### src/rtl/hazard_pkg.sv
// ============================================================================
// hazard_pkg : shared scoreboard types and helpers for hazard_fwd_ctrl
// Rev 1.0
// ============================================================================
`default_nettype none

package hazard_pkg;

    // Slot fields are sized for the widest supported configuration.
    // Narrower register/Tnew widths are zero-extended into them.
    localparam int RA_W_MAX   = 8;
    localparam int TNEW_W_MAX = 4;
    localparam int MULT_CYC   = 5;
    localparam int DIV_CYC    = 10;

    typedef struct packed {
        logic [RA_W_MAX-1:0]   a3;
        logic [TNEW_W_MAX-1:0] tnew;
        logic [RA_W_MAX-1:0]   rs;
        logic [RA_W_MAX-1:0]   rt;
        logic                  md_start;
        logic                  md_div;
    } slot_t;

    localparam slot_t BUBBLE = '0;

    function automatic logic [TNEW_W_MAX-1:0] sat_dec(input logic [TNEW_W_MAX-1:0] t);
        return (t == '0) ? '0 : t - TNEW_W_MAX'(1);
    endfunction

endpackage

`default_nettype wire

### src/rtl/fwd_sel.sv
// ============================================================================
// fwd_sel : youngest-first forwarding selector over up to N_CAND producers
// Rev 1.0
// ============================================================================
`default_nettype none

module fwd_sel #(
    parameter int DATA_W = 32,
    parameter int RA_W   = 5,
    parameter int TNEW_W = 2,
    parameter int N_CAND = 3
) (
    input  logic [RA_W-1:0]               i_src,
    input  logic [DATA_W-1:0]             i_own,
    input  logic [N_CAND-1:0][RA_W-1:0]   i_a3,
    input  logic [N_CAND-1:0][TNEW_W-1:0] i_tnew,
    input  logic [N_CAND-1:0][DATA_W-1:0] i_wd,
    input  logic [N_CAND-1:0]             i_en,
    output logic [DATA_W-1:0]             o_val,
    output logic                          o_blocked
);

    logic w_hit;

    // Index 0 is the youngest candidate; the first match decides alone.
    always_comb begin
        o_val     = i_own;
        o_blocked = 1'b0;
        w_hit     = 1'b0;
        for (int i = 0; i < N_CAND; i++) begin
            if (!w_hit && i_en[i] && (i_src != '0) && (i_src == i_a3[i])) begin
                w_hit = 1'b1;
                if (i_tnew[i] == '0) begin
                    o_val = i_wd[i];
                end else begin
                    o_blocked = 1'b1;
                end
            end
        end
    end

endmodule

`default_nettype wire

### src/rtl/hazard_fwd_ctrl.sv
// ============================================================================
// hazard_fwd_ctrl : E/M/W scoreboard, Tuse/Tnew forwarding and stall, mult/div busy
// Rev 1.0
// ============================================================================
`default_nettype none

module hazard_fwd_ctrl #(
    parameter int DATA_W   = 32,
    parameter int RA_W     = 5,
    parameter int TNEW_W   = 2,
    parameter int MULT_CYC = hazard_pkg::MULT_CYC,
    parameter int DIV_CYC  = hazard_pkg::DIV_CYC
) (
    input  logic              clk,
    input  logic              reset_n,
    input  logic [RA_W-1:0]   d_rs,
    input  logic [RA_W-1:0]   d_rt,
    input  logic              d_use_rs,
    input  logic              d_use_rt,
    input  logic [TNEW_W-1:0] d_tuse_rs,
    input  logic [TNEW_W-1:0] d_tuse_rt,
    input  logic [RA_W-1:0]   d_a3,
    input  logic [TNEW_W-1:0] d_tnew,
    input  logic              d_md_use,
    input  logic              d_md_start,
    input  logic              d_md_div,
    input  logic [DATA_W-1:0] rd1,
    input  logic [DATA_W-1:0] rd2,
    input  logic [DATA_W-1:0] e_rs_val,
    input  logic [DATA_W-1:0] e_rt_val,
    input  logic [DATA_W-1:0] m_rt_val,
    input  logic [DATA_W-1:0] wd_e,
    input  logic [DATA_W-1:0] wd_m,
    input  logic [DATA_W-1:0] wd_w,
    output logic [DATA_W-1:0] d_rs_fwd,
    output logic [DATA_W-1:0] d_rt_fwd,
    output logic [DATA_W-1:0] e_rs_fwd,
    output logic [DATA_W-1:0] e_rt_fwd,
    output logic [DATA_W-1:0] m_rt_fwd,
    output logic              stall,
    output logic              md_busy
);

    import hazard_pkg::*;

    localparam int c_cyc_max = (DIV_CYC > MULT_CYC) ? DIV_CYC : MULT_CYC;
    localparam int c_cnt_w   = $clog2(c_cyc_max + 1);

    slot_t               r_slot_e;
    slot_t               r_slot_m;
    slot_t               r_slot_w;
    slot_t               w_slot_d;
    logic [c_cnt_w-1:0]  r_md_cnt;

    logic w_stall_rs, w_stall_rt, w_data_stall, w_md_stall, w_md_busy;
    logic w_blk_d_rs, w_blk_d_rt, w_blk_e_rs, w_blk_e_rt, w_blk_m_rt;
    logic w_unused_bits;

    function automatic slot_t age(input slot_t s);
        slot_t r;
        r      = s;
        r.tnew = sat_dec(s.tnew);
        return r;
    endfunction

    // Stored M.tnew already carries one decrement, so both slots compare directly.
    function automatic logic src_stall(input logic en, input logic [RA_W_MAX-1:0] r,
                                       input logic [TNEW_W_MAX-1:0] tuse,
                                       input slot_t e, input slot_t m);
        if (!en || r == '0) return 1'b0;
        if (r == e.a3)      return e.tnew > tuse;
        if (r == m.a3)      return m.tnew > tuse;
        return 1'b0;
    endfunction

    always_comb begin
        w_slot_d          = BUBBLE;
        w_slot_d.a3       = RA_W_MAX'(d_a3);
        w_slot_d.tnew     = TNEW_W_MAX'(d_tnew);
        w_slot_d.rs       = RA_W_MAX'(d_rs);
        w_slot_d.rt       = RA_W_MAX'(d_rt);
        w_slot_d.md_start = d_md_start;
        w_slot_d.md_div   = d_md_div;
    end

    always_ff @(posedge clk or negedge reset_n) begin
        if (!reset_n) begin
            r_slot_e <= BUBBLE;
            r_slot_m <= BUBBLE;
            r_slot_w <= BUBBLE;
            r_md_cnt <= '0;
        end else begin
            r_slot_e <= stall ? BUBBLE : w_slot_d;
            r_slot_m <= age(r_slot_e);
            r_slot_w <= age(r_slot_m);
            if (r_slot_e.md_start) begin
                r_md_cnt <= r_slot_e.md_div ? c_cnt_w'(DIV_CYC) : c_cnt_w'(MULT_CYC);
            end else if (r_md_cnt != '0) begin
                r_md_cnt <= r_md_cnt - c_cnt_w'(1);
            end
        end
    end

    assign w_stall_rs   = src_stall(d_use_rs, RA_W_MAX'(d_rs), TNEW_W_MAX'(d_tuse_rs), r_slot_e, r_slot_m);
    assign w_stall_rt   = src_stall(d_use_rt, RA_W_MAX'(d_rt), TNEW_W_MAX'(d_tuse_rt), r_slot_e, r_slot_m);
    assign w_data_stall = w_stall_rs | w_stall_rt;
    assign w_md_busy    = (r_md_cnt != '0) | r_slot_e.md_start;
    assign w_md_stall   = d_md_use & w_md_busy;
    assign stall        = w_data_stall | w_md_stall;
    assign md_busy      = w_md_busy;

    fwd_sel #(.DATA_W(DATA_W), .RA_W(RA_W_MAX), .TNEW_W(TNEW_W_MAX), .N_CAND(3)) u_fwd_d_rs (
        .i_src     (RA_W_MAX'(d_rs)),
        .i_own     (rd1),
        .i_a3      ({r_slot_w.a3,   r_slot_m.a3,   r_slot_e.a3}),
        .i_tnew    ({r_slot_w.tnew, r_slot_m.tnew, r_slot_e.tnew}),
        .i_wd      ({wd_w, wd_m, wd_e}),
        .i_en      (3'b111),
        .o_val     (d_rs_fwd),
        .o_blocked (w_blk_d_rs)
    );

    fwd_sel #(.DATA_W(DATA_W), .RA_W(RA_W_MAX), .TNEW_W(TNEW_W_MAX), .N_CAND(3)) u_fwd_d_rt (
        .i_src     (RA_W_MAX'(d_rt)),
        .i_own     (rd2),
        .i_a3      ({r_slot_w.a3,   r_slot_m.a3,   r_slot_e.a3}),
        .i_tnew    ({r_slot_w.tnew, r_slot_m.tnew, r_slot_e.tnew}),
        .i_wd      ({wd_w, wd_m, wd_e}),
        .i_en      (3'b111),
        .o_val     (d_rt_fwd),
        .o_blocked (w_blk_d_rt)
    );

    fwd_sel #(.DATA_W(DATA_W), .RA_W(RA_W_MAX), .TNEW_W(TNEW_W_MAX), .N_CAND(3)) u_fwd_e_rs (
        .i_src     (r_slot_e.rs),
        .i_own     (e_rs_val),
        .i_a3      ({r_slot_w.a3,   r_slot_w.a3,   r_slot_m.a3}),
        .i_tnew    ({r_slot_w.tnew, r_slot_w.tnew, r_slot_m.tnew}),
        .i_wd      ({wd_w, wd_w, wd_m}),
        .i_en      (3'b011),
        .o_val     (e_rs_fwd),
        .o_blocked (w_blk_e_rs)
    );

    fwd_sel #(.DATA_W(DATA_W), .RA_W(RA_W_MAX), .TNEW_W(TNEW_W_MAX), .N_CAND(3)) u_fwd_e_rt (
        .i_src     (r_slot_e.rt),
        .i_own     (e_rt_val),
        .i_a3      ({r_slot_w.a3,   r_slot_w.a3,   r_slot_m.a3}),
        .i_tnew    ({r_slot_w.tnew, r_slot_w.tnew, r_slot_m.tnew}),
        .i_wd      ({wd_w, wd_w, wd_m}),
        .i_en      (3'b011),
        .o_val     (e_rt_fwd),
        .o_blocked (w_blk_e_rt)
    );

    fwd_sel #(.DATA_W(DATA_W), .RA_W(RA_W_MAX), .TNEW_W(TNEW_W_MAX), .N_CAND(3)) u_fwd_m_rt (
        .i_src     (r_slot_m.rt),
        .i_own     (m_rt_val),
        .i_a3      ({r_slot_w.a3,   r_slot_w.a3,   r_slot_w.a3}),
        .i_tnew    ({r_slot_w.tnew, r_slot_w.tnew, r_slot_w.tnew}),
        .i_wd      ({wd_w, wd_w, wd_w}),
        .i_en      (3'b001),
        .o_val     (m_rt_fwd),
        .o_blocked (w_blk_m_rt)
    );

    // Blocked flags only matter to downstream debug; operand fields retire unused.
    assign w_unused_bits = ^{w_blk_d_rs, w_blk_d_rt, w_blk_e_rs, w_blk_e_rt, w_blk_m_rt,
                             r_slot_m.rs, r_slot_m.md_start, r_slot_m.md_div,
                             r_slot_w.rs, r_slot_w.rt, r_slot_w.md_start, r_slot_w.md_div};

endmodule

`default_nettype wire

### config.mk
export PLATFORM = sky130hd
export DESIGN_NAME = hazard_fwd_ctrl
export DESIGN_NICKNAME = d
export VERILOG_FILES = /design/src/rtl/hazard_pkg.sv /design/src/rtl/fwd_sel.sv /design/src/rtl/hazard_fwd_ctrl.sv
export SDC_FILE = /design/constraint.sdc
export NUM_CORES = 1
export LEC_CHECK = 0
export CORE_AREA = 4 4 172 174
export CTS_CLUSTER_DIAMETER = 40
export CTS_CLUSTER_SIZE = 24
export DETAILED_ROUTE_END_ITERATION = 16
export DIE_AREA = 0 0 176 178
export PLACE_DENSITY = 0.62
export SYNTH_ARGS = -nofsm -noshare
export SYNTH_HDL_FRONTEND = slang
export SYNTH_SLANG_ARGS = --single-unit
### constraint.sdc
create_clock -name clk -period 4.7 [get_ports clk]
set_input_delay 0.47 -clock clk [delete_from_list [all_inputs] [get_ports clk]]
set_output_delay 0.47 -clock clk [all_outputs]
set_load 0.03 [all_outputs]
== Yosys cells after proc, flatten, opt, wreduce, memory -nomap -nowiden ==
Index checks and enable logic that the tools add are counted.

* Flip-flop bits (word level): 57
* Input bits: 284
* Logic and storage cells: 131
* Output and inout port bits: 162

* Magnitude comparators: 4
* Bitwise operators: 4
* $add $sub $neg: 3
* Equal/unequal tests: 11
* Reduce and logical (&&, ||, !) cells: 39
* Mux-type cells: 58

{| class="wikitable"
|+ Operators by type and width
! kind !! number
|-
| 32-bit two-way mux || 22
|-
| 8-bit by 5-bit == test with 1-bit output || 5
|-
| 8-bit nonzero test || 5
|-
| 5-bit == test || 6
|-
| 1-bit two-way mux || 30
|-
| 27-bit two-way mux || 1
|-
| 4-bit two-way mux || 5
|-
| 1-bit logical AND || 17
|-
| 4-bit by 2-bit greater-than comparator with 1-bit output || 4
|-
| 4-bit zero test || 3
|-
| 4-bit by 1-bit subtractor with 4-bit output, second input constant || 3
|-
| 5-bit zero test || 2
|-
| 1-bit zero test || 8
|-
| 4-bit nonzero test || 1
|-
| 1-bit bitwise OR || 3
|-
| 1-bit logical OR || 2
|-
| 2-bit nonzero test || 1
|-
| 1-bit bitwise AND || 1
|}

== Longest topological paths before layout ==
* Word-level depth: 12
* Gate-level depth with buffers: 10
* Gate-level depth less buffers: 7

== Hierarchy ==
From an unflattened synthesis, not the netlist that was laid out.

* Cells, all modules: 1761
* Area total of the unflattened synthesis: 14301.2 sq um

{| class="wikitable"
|+ By module, submodules not included
! module !! cells each !! seq. area each (sq um) !! times used !! area each (sq um)
|-
| fwd_sel || 315 || 0.0 || 5 || 2441.1
|-
| hazard_fwd_ctrl || 186 || 1126.1 || 1 || 2095.8
|}

== Worst setup path after synthesis ==
No wires, ideal clock.

* Path kind: input port to output port
* From: input d_rt[4]
* To: output d_rt_fwd[21]
* Stages on the path: 9
* Required time: 4.230 ns
* Arrival time: 2.783 ns
* Path buffers: 4
* Path slack: 1.447 ns
* Path through: clkbuf_1 -> xor2_1 -> or4_4 -> buf_6 -> o21a_1 -> and2_1 -> buf_2 -> buf_6 -> o31ai_1

* Word-level cells in the longest chain between the ends: 11

{| class="wikitable"
|+ Ends and longest elaborated chain
! item !! line !! text
|-
| start, declared || hazard_fwd_ctrl.sv:17 || <nowiki>input logic [RA_W-1:0] d_rt,</nowiki>
|-
| 5-bit == test or 8-bit nonzero test (tied branches) || fwd_sel.sv:31 || <nowiki>if (!w_hit && i_en[i] && (i_src != '0) && (i_src == i_a3[i])) begin</nowiki>
|-
| 1-bit logical AND || fwd_sel.sv:31 ||
|-
| 1-bit two-way mux || fwd_sel.sv:31 ||
|-
| 1-bit zero test || fwd_sel.sv:31 ||
|-
| 1-bit logical AND (2 in a row) || fwd_sel.sv:31 ||
|-
| 1-bit two-way mux || fwd_sel.sv:31 ||
|-
| 1-bit zero test || fwd_sel.sv:31 ||
|-
| 1-bit logical AND (2 in a row) || fwd_sel.sv:31 ||
|-
| 32-bit two-way mux (*) || fwd_sel.sv:31 ||
|-
| end, declared || hazard_fwd_ctrl.sv:36 || <nowiki>output logic [DATA_W-1:0] d_rt_fwd,</nowiki>
|}

Mark *: on every way between the ends. The rest lies on a longest branch, timed or not.

== Final worst setup path ==
* From: input d_rt[1]
* To: output d_rt_fwd[19]

The elaborated chain is that of the path after synthesis.

==> results.yml <==
clock_tree:
  htreeDepth: 2
  clock-sinks: 45
  cts.reportedPaths.clkPinSlew_ns: 0.06
  cts_resized: 0
  cts_max_path_buffers: 2
  numCtsBuffers: 5
  hold_buffers: 0
  cts_tree: "built"
  post_cts_buffers: 0
  clockRootBuffer: "clkbuf_16"
  clk_latency_ns: 0.29
floorplanning:
  io_pins: 446
  core-area_mm2: 0.0278
  rows: 61
  die_h_um: 178
  dieWidth_um: 176
  start_util_pct: 27.5
  die_area_mm2: 0.0313
sta:
  worst_pin_slew_ns: 1.13
  fin_crit_ns: 4.39
  finClkSkew_ns: 0.00691
  finalSetupViolCount: 0
  fmax_ghz: 0.228
  slew_viol_final: 0
  rsz0062_at_grt: "false"
  finalHoldViolations: 0
  fin_crit_sh_pct: 93.4
  relSlewSlack_pct: 24.3
  tns_ns: 0
routing:
  first_iter_violations: 1034
  routed_via_density: 5.89
  num_vias: 9836
  routed_wl_um: 44800
  wl_per_cell_um: 26.8
  drt_first_pass_iters: 5
  route.antenna.remaining_nets: 0
  route.detailed.drc: 0
finish:
  drive_gt1_share_pct: 18.7
  final_cells: 1670
  nets: 1582
  areaGrowthSynthToFinish_pct: 66.0
  nFillCells: 2724
  layout_common_cells: "clkdlybuf4s50_1 (432), mux2_2 (157), a211oi_1 (78)"
  fin_util_pct: 45.6
  final_common_cell: "clkdlybuf4s50_1"
setup_path:
  crit_buf_inv: 3
  crit_start: "d_rt[1]"
  path_max_fanout: 34
  crit_chain: "clkdlybuf4s50_1 > xor2_1 > or4_4 > buf_4 > nor4b_1 > a211oi_1 > o31ai_1 > clkdlybuf4s50_1"
  slowest_stage: "clkdlybuf4s50_1"
  crit_top_cell: "clkdlybuf4s50_1"
  cp-start-kind: "input pin"
  slowest_delay_ns: 0.73
  worstPathArrival_ns: 3.92
  path_class: "input pin to output pin"
  crit_path_end_kind: "output pin"
  critPathRequiredTime_ns: 4.23
  crit_family: "buffers and inverters"
  timing.rr.start: "r_slot_e[26]"
synthesis:
  ys_ff_latch: 45
  synthesis.instances: 916
  synthTopCellsByArea: "mux2_2 (23%), dfrtp_1 (15%), a211oi_1 (8.0%), o31ai_1 (6.3%), nand3_1 (4.5%)"
  synth_area_mm2: 0.00764
  synth_cell_type_count: 45
  synthArstFlopShare_pct: 100
  seq_area_frac_synth_pct: 14.7
  synth.avg_cell_area_um2: 8.34
  synthFlopType: "dfrtp_1"
  syn-num-nets: 1212
  synth_edf_count: 0
  synth_top_area_share_pct: 23.1
  synth_top_area_cell: "mux2_2"
  yosys_warnings: 0
global_routing:
  grt_max_degree: 65
  grt-ovfl-total: 0
  grtUsageTotal_pct: 26.5
  grt_pass1_wl_um: 64000
  grt_pass1_vias: 9883
  grt_antenna_before_repair: 4
placement:
  portBuffers: 445
  dp.cells: 1657
  gp_congestion: 0.988
  hpwl_um: 33100
power:
  power_density_mw_per_mm2: 198
  irDropWorstVdd_mv: 0.169
  leakage_nw: 4.43
run_status:
  status: "completed"
job:
  cap_violations: 0
min_path:
  hold_class: "input pin to asynchronous set/reset pin"
==> flip-flops by register name (all words and copies together) (netlist names) <==
register,cells
r_slot_m,13
r_slot_e,19
r_md_cnt,4
r_slot_w,9
==> through the flow <==
step / total power [mW] / instance area (um^2) / hold slack (ns) / worst slack, ns
after global routing: 2.62 / 12700 / 0.430 / 0.168
after CTS: 2.51 / 12700 / 0.376 / 0.340
after detailed placement: 2.17 / 12500 / 0.456 / 0.341
after global placement: 2.16 / 12500 / 0.469 / 0.287
final: 2.51 / 12700 / 0.341 / 0.309
after floorplan: 1.37 / 7640 / 0.174 / 1.45
==> power by group <==
| part | switching, mW | total (mW) | internal, mW |
|---|---|---|---|
| clock network | 0.138 | 0.333 | 0.195 |
| logic | 0.892 | 1.65 | 0.762 |
| registers | 0.0762 | 0.522 | 0.445 |
==> layout make-up <==
cell class                 instances  area [um^2]  share of cell area (%)
tap                              378          473                    3.73
timing repair buffer             482         4800                    37.8
antenna                            5         12.5                  0.0987
sequential                        45         1130                    8.88
multi-input combinational        728         6040                    47.6
inverter                          24         90.1                   0.711
clock inverter                     2         10.0                  0.0790
clock buffer                       6          129                    1.02
==> routing by layer <==
layer	track usage [%]	vias up	part of all wire (%)
met5	0	-	0.038
met3	6.04	115	11
met2	45.9	715	48
met1	32.2	4704	37
met4	10.1	2	4.0
li1	-	4300	-
==> Yosys cell counts (3+ instances only) <==
cell type  number
a211oi_1       81
a21boi_0       32
a21oi_1         4
and2_1          4
and4_1         32
buf_1          11
buf_2          34
buf_6           7
clkbuf_1       67
dfrtp_1        45
ha_1           12
inv_1          24
mux2_1          3
mux2_2        157
nand2_1        13
nand3_1        69
nand4_1         3
nor2_1          6
nor2b_1         5
nor3_1         66
nor3b_1         5
nor4_1          7
nor4b_1        32
o211ai_1        5
o21a_1          3
o21ai_0         8
o21ai_1         3
o31a_1         32
o31ai_1        64
or4_1           8
xnor2_1        33
xor2_1         24
==> logic make-up after synthesis <==
| logic type | count (synthesis) | synth area share (%) |
|---|---|---|
| and+or+nand+nor | 259 | 21.2 |
| muxes | 161 | 23.7 |
| DFF | 45 | 14.7 |
| AOI/OAI and AO/OA | 238 | 23.5 |
| adders and majority gates | 12 | 1.97 |
| buffers and inverters | 143 | 8.27 |
| other | 1 | 0.0491 |
| xor gates and xnor gates | 57 | 6.53 |
==> path summary, 6_finish.rpt <==
kind,cells after the start,to,slack [ns]
setup / recovery,8,d_rt_fwd[19],0.31
hold / removal,1,r_md_cnt[2],0.34
setup reg to reg,7,r_slot_e[5],1.96
hold reg to reg,0,r_slot_m[22],0.47
max in group asynchronous,1,r_slot_e[5],3.73
min in group clk,0,r_slot_m[22],0.47
No activity file was read; power rests on OpenSTA's default activity.
